===== src/rtl/fifo_word_serializer_if.sv =====
// FIFO read port plus valid/ready beat stream between the serializer and its neighbours.
interface fifo_word_serializer_if #(
  parameter int IN_WIDTH  = 32,
  parameter int OUT_WIDTH = 8
);
  logic                 fifo_empty;
  logic [IN_WIDTH-1:0]  fifo_rd_data;
  logic                 fifo_rd_en;
  logic                 out_valid;
  logic [OUT_WIDTH-1:0] out_data;
  logic                 out_last;
  logic                 out_ready;

  modport master (
    input  fifo_empty, fifo_rd_data, out_ready,
    output fifo_rd_en, out_valid, out_data, out_last
  );

  modport slave (
    output fifo_empty, fifo_rd_data, out_ready,
    input  fifo_rd_en, out_valid, out_data, out_last
  );
endinterface


===== src/rtl/fifo_word_serializer.sv =====
// Pops FIFO words and emits them LSB-slice first as OUT_WIDTH beats, framing every
// FRAME_WORDS words with out_last. Reload happens on the last-beat handshake for zero bubbles.
module fifo_word_serializer #(
  parameter int IN_WIDTH    = 32,
  parameter int OUT_WIDTH   = 8,
  parameter int FRAME_WORDS = 4
) (
  input  logic clk,
  input  logic rst,
  input  logic i_enable,
  output logic o_busy,
  fifo_word_serializer_if.master bus
);
  localparam int BEATS  = IN_WIDTH / OUT_WIDTH;
  localparam int BEAT_W = $clog2(BEATS);
  localparam int WORD_W = (FRAME_WORDS > 1) ? $clog2(FRAME_WORDS) : 1;

  if ((IN_WIDTH % OUT_WIDTH) != 0 || BEATS < 2 || FRAME_WORDS < 1) begin : g_bad_params
    $error("fifo_word_serializer: illegal parameter combination");
  end

  typedef enum logic {S_IDLE, S_SHIFT} state_t;

  state_t              r_state, w_state_nxt;
  logic [IN_WIDTH-1:0] r_shift, w_shift_nxt;
  logic [BEAT_W-1:0]   r_beat_cnt, w_beat_cnt_nxt;
  logic [WORD_W-1:0]   r_word_cnt, w_word_cnt_nxt;

  logic w_valid, w_accept, w_last_beat, w_last_word, w_take, w_pop;

  assign w_valid     = (r_state == S_SHIFT);
  assign w_accept    = w_valid && bus.out_ready;
  assign w_last_beat = (r_beat_cnt == BEAT_W'(BEATS - 1));
  assign w_last_word = (r_word_cnt == WORD_W'(FRAME_WORDS - 1));
  assign w_take      = (r_state == S_IDLE) || (w_accept && w_last_beat);
  // rst gating keeps the pop request quiet while the block is held in reset.
  assign w_pop       = w_take && i_enable && !bus.fifo_empty && !rst;

  always_comb begin
    w_state_nxt    = r_state;
    w_shift_nxt    = r_shift;
    w_beat_cnt_nxt = r_beat_cnt;
    w_word_cnt_nxt = r_word_cnt;
    if (w_accept) begin
      if (!w_last_beat) begin
        w_shift_nxt    = r_shift >> OUT_WIDTH;
        w_beat_cnt_nxt = r_beat_cnt + 1'b1;
      end else begin
        w_word_cnt_nxt = w_last_word ? '0 : r_word_cnt + 1'b1;
        w_state_nxt    = S_IDLE;
      end
    end
    // A pop overrides the drain-to-idle above, giving back-to-back words.
    if (w_pop) begin
      w_shift_nxt    = bus.fifo_rd_data;
      w_beat_cnt_nxt = '0;
      w_state_nxt    = S_SHIFT;
    end
  end

  always_ff @(posedge clk or posedge rst) begin
    if (rst) begin
      r_state    <= S_IDLE;
      r_shift    <= '0;
      r_beat_cnt <= '0;
      r_word_cnt <= '0;
    end else begin
      r_state    <= w_state_nxt;
      r_shift    <= w_shift_nxt;
      r_beat_cnt <= w_beat_cnt_nxt;
      r_word_cnt <= w_word_cnt_nxt;
    end
  end

  assign bus.fifo_rd_en = w_pop;
  assign bus.out_valid  = w_valid;
  assign bus.out_data   = r_shift[OUT_WIDTH-1:0];
  assign bus.out_last   = w_valid && w_last_beat && w_last_word;
  assign o_busy         = w_valid;
endmodule

===== src/flat_wrapper.sv =====
// flat-port wrapper written by rule: the top's interface ports become plain ports
module fifo_word_serializer_flat 
#(
  parameter int IN_WIDTH    = 32,
  parameter int OUT_WIDTH   = 8,
  parameter int FRAME_WORDS = 4
)
  (clk, rst, i_enable, o_busy, bus_fifo_empty, bus_fifo_rd_data, bus_out_ready, bus_fifo_rd_en, bus_out_valid, bus_out_data, bus_out_last);
  fifo_word_serializer_if #(.IN_WIDTH(IN_WIDTH), .OUT_WIDTH(OUT_WIDTH)) bus_i ();
  input  logic clk;
  input  logic rst;
  input  logic i_enable;
  output logic o_busy;
  input wire logic [$bits(bus_i.fifo_empty)-1:0] bus_fifo_empty;
  input wire logic [$bits(bus_i.fifo_rd_data)-1:0] bus_fifo_rd_data;
  input wire logic [$bits(bus_i.out_ready)-1:0] bus_out_ready;
  output wire logic [$bits(bus_i.fifo_rd_en)-1:0] bus_fifo_rd_en;
  output wire logic [$bits(bus_i.out_valid)-1:0] bus_out_valid;
  output wire logic [$bits(bus_i.out_data)-1:0] bus_out_data;
  output wire logic [$bits(bus_i.out_last)-1:0] bus_out_last;
  assign bus_i.fifo_empty = bus_fifo_empty;
  assign bus_i.fifo_rd_data = bus_fifo_rd_data;
  assign bus_i.out_ready = bus_out_ready;
  assign bus_fifo_rd_en = bus_i.fifo_rd_en;
  assign bus_out_valid = bus_i.out_valid;
  assign bus_out_data = bus_i.out_data;
  assign bus_out_last = bus_i.out_last;
  fifo_word_serializer #(.IN_WIDTH(IN_WIDTH), .OUT_WIDTH(OUT_WIDTH), .FRAME_WORDS(FRAME_WORDS)) u_core (.clk(clk), .rst(rst), .i_enable(i_enable), .o_busy(o_busy), .bus(bus_i));
endmodule

===== config.mk =====
export PLATFORM = sky130hd
export DESIGN_NAME = fifo_word_serializer_flat
export DESIGN_NICKNAME = d
export VERILOG_FILES = /design/src/rtl/fifo_word_serializer_if.sv /design/src/rtl/fifo_word_serializer.sv /design/src/flat_wrapper.sv
export SDC_FILE = /design/constraint.sdc
export NUM_CORES = 1
export LEC_CHECK = 0
export ABC_CLOCK_PERIOD_IN_PS = 3500
export CAP_MARGIN = 20
export CORE_MARGIN = 10
export CORE_UTILIZATION = 35
export DETAILED_ROUTE_END_ITERATION = 10
export DONT_BUFFER_PORTS = 1
export GPL_TIMING_DRIVEN = 0
export PLACE_DENSITY = 0.5
export SLEW_MARGIN = 25
export SYNTH_ARGS = -nofsm -noshare
export SYNTH_HDL_FRONTEND = slang
export SYNTH_SLANG_ARGS = --single-unit

===== constraint.sdc =====
create_clock -name clk -period 3.5 [get_ports clk]
set_clock_uncertainty 0.15 [all_clocks]
set_input_delay 0.525 -clock clk [delete_from_list [all_inputs] [get_ports clk]]
set_output_delay 0.525 -clock clk [all_outputs]
set_load 0.05 [all_outputs]

==> impl_metrics.csv <==
group,metric,value,unit
placed_design,gp_congestion,0.685,
logic_synthesis,synth.area.top_cells,"dfrtp_1 47%, mux2_2 16%, mux2_4 16%",
global_route,grt_max_degree,38,
logic_synthesis,synth-edff-count,0,
min_path,hp-class,"in2async",
worst_setup_path,cp-start-kind,"flop",
detailed_routing,wl_per_cell,18.4,um
global_route,globalRouteTotalUtil,0.0944,
clock_tree,numClockSinks,37,
detailed_routing,ant_nets,0,
worst_setup_path,cp.required,2.82,ns
timing,slew_headroom,0.479,
final_layout,syn_to_final_growth,10.5,%
logic_synthesis,synth-seq-cells,37,
logic_synthesis,ys_seq_area_frac,0.472,
timing,rsz0062_at_grt,"false",
clock_tree,numCtsBuffers,5,
timing,drv_slew,0,
logic_synthesis,synth_cell_types,20,
timing,finalSetupTns,0,ns
worst_setup_path,reg2reg_depth,6,
timing,hold_viol_final,0,
clock_tree,root_buffer,"clkbuf_8",
final_layout,drive_gt1_frac,0.503,
logic_synthesis,synth_top_area_cell,"dfrtp_1",
logic_synthesis,yosys.area.top_type_share,0.472,
timing,setup_viol,0,
detailed_routing,wirelength,4100,um
clock_tree,cts_setup_buffers,0,
floorplan,rows,27,
logic_synthesis,syn_nets,182,
detailed_routing,dr.pass1.iters,4,
detailed_routing,drt_first_iter_violations,39,
global_route,antenna_found_initial,0,
detailed_routing,via_per_inst,4.64,
final_layout,most-common-layout-cells,"37 x dfrtp_1, 28 x mux2_2, 21 x mux2_4",
logic_synthesis,async_flop_share,1.00,
timing,worst_pin_slew,0.781,ns
logic_synthesis,avgSynthCellArea,13.7,um2
placed_design,hpwl,3080,um
final_layout,nets,189,
final_layout,final_common_cell,"dfrtp_1",
global_route,grt_pass1_wl,6310,um
detailed_routing,route.detailed.drc,0,
clock_tree,clk_path_buf_depth,2,
clock_tree,clkLatencyLatePin,0.30,ns
worst_setup_path,arrival,1.99,ns
logic_synthesis,syn_inst,143,
timing,period_minus_slack,2.67,ns
floorplan,die-area,9000,um2
clock_tree,cts_hold_buffers,0,
floorplan,core,5470,um2
worst_setup_path,r2r_start,"u_core.bus.out_valid",
logic_synthesis,yosys_warnings,0,
clock_tree,clk_pin_slew_worst_paths,0.07,ns
floorplan,die_h,94.9,um
flow_run,drv_cap,0,
floorplan,pin_count,49,
worst_setup_path,worst_setup_path_end_kind,"output pin",
worst_setup_path,reg2reg_to,"u_core.r_beat_cnt[1]",
final_layout,diodes,0,
clock_tree,htreeDepth,2,
status,outcome,"complete, no violations",
worst_setup_path,crit_fanout,10,
power_and_ir_drop,power_leakage,1.19,nW
clock_tree,ctsResizeCount,0,
timing,max_freq,375,MHz
final_layout,fin_util,0.396,
clock_tree,cts_tree,"built",
logic_synthesis,syn_area,1960,um2
timing,fin_crit_sh,0.762,
floorplan,dieWidth,94.9,um
detailed_routing,vias,1035,
power_and_ir_drop,ir_drop,275,uV
global_route,grt.overflow.total,0,
power_and_ir_drop,cellPowerDensity,880,nW/um2
placed_design,io_buffer_count,0,
global_route,grt_pass1_vias,1171,
worst_setup_path,worstSetupPathType,"reg2out",
logic_synthesis,synthFlopType,"dfrtp_1",
worst_setup_path,rrSetupSlack,1.42,ns
floorplan,initial_core_util,0.359,
## metal layers
metal  global-route usage  wire [um]
met5                    0          0
met4               0.0449         76
met3               0.0452        346
met2                0.157       2050
met1               0.0984       1630
## cell usage after synthesis (2+ instances only)
cell type	instances
mux2i_1	9
mux2_4	21
ha_1	2
dfrtp_1	37
buf_6	4
inv_1	10
buf_4	9
nand2_1	9
buf_2	3
mux2_2	28
nor2_1	2
## layout make-up
cell class	instances	area, um2
Fill cell	537	3300
Sequential cell	37	926
Multi-Input combinational cell	80	872
Buffer	16	128
Tap cell	72	90.1
Clock buffer	7	86.3
Inverter	10	37.5
Clock inverter	1	30.0
## worst max-delay path, cell delays in order (launching register included)
cell      delay [ns]
dfrtp_1         0.75
a21bo_2         0.32
nand2b_4        0.07
buf_6           0.13
buf_6           0.18
inv_1           0.25
## state kept, by name, summed over array words and instances (netlist names)
name / flops
u_core.bus.out_valid: 1
u_core.r_word_cnt: 2
u_core.r_beat_cnt: 2
u_core.r_shift: 32
## metrics by stage
stage | instances | hold slack, ns | power [mW] | instance area (um2) | setup slack [ns]
after global placement | 215 | 0.340 | 1.51 | 2050 | 1.11
after floorplan | 143 | 0.330 | 1.43 | 1960 | 1.17
after global routing | 223 | 0.181 | 2.02 | 2170 | 0.770
after detailed placement | 215 | 0.351 | 1.55 | 2050 | 1.10
after CTS | 223 | 0.134 | 1.94 | 2170 | 0.812
final | 223 | 0.0984 | 1.91 | 2170 | 0.833
## power breakdown
group | total, mW | internal [mW] | switching, mW
Clock | 0.388 | 0.232 | 0.156
Sequential | 0.705 | 0.591 | 0.114
Combinational | 0.816 | 0.433 | 0.383
## kinds of logic after synthesis
logic type,count (synthesis),synth area share
fa+ha+maj,2,0.0127
compound gates,2,0.00892
flops,37,0.472
simple gates,17,0.0510
buf+inv,26,0.0841
xor+xnor,1,0.00446
mux,58,0.367
## worst max path at each step
stage	start	endpoint	cells after the start
after global routing	u_core.bus.out_valid	bus_fifo_rd_en	5
after CTS	u_core.bus.out_valid	bus_fifo_rd_en	5
final	u_core.bus.out_valid	bus_fifo_rd_en	5
after detailed placement	bus_fifo_empty	bus_fifo_rd_en	5
after floorplan	bus_fifo_empty	bus_fifo_rd_en	5
after global placement	bus_fifo_empty	bus_fifo_rd_en	5
Power figures use the tool's default switching activity.
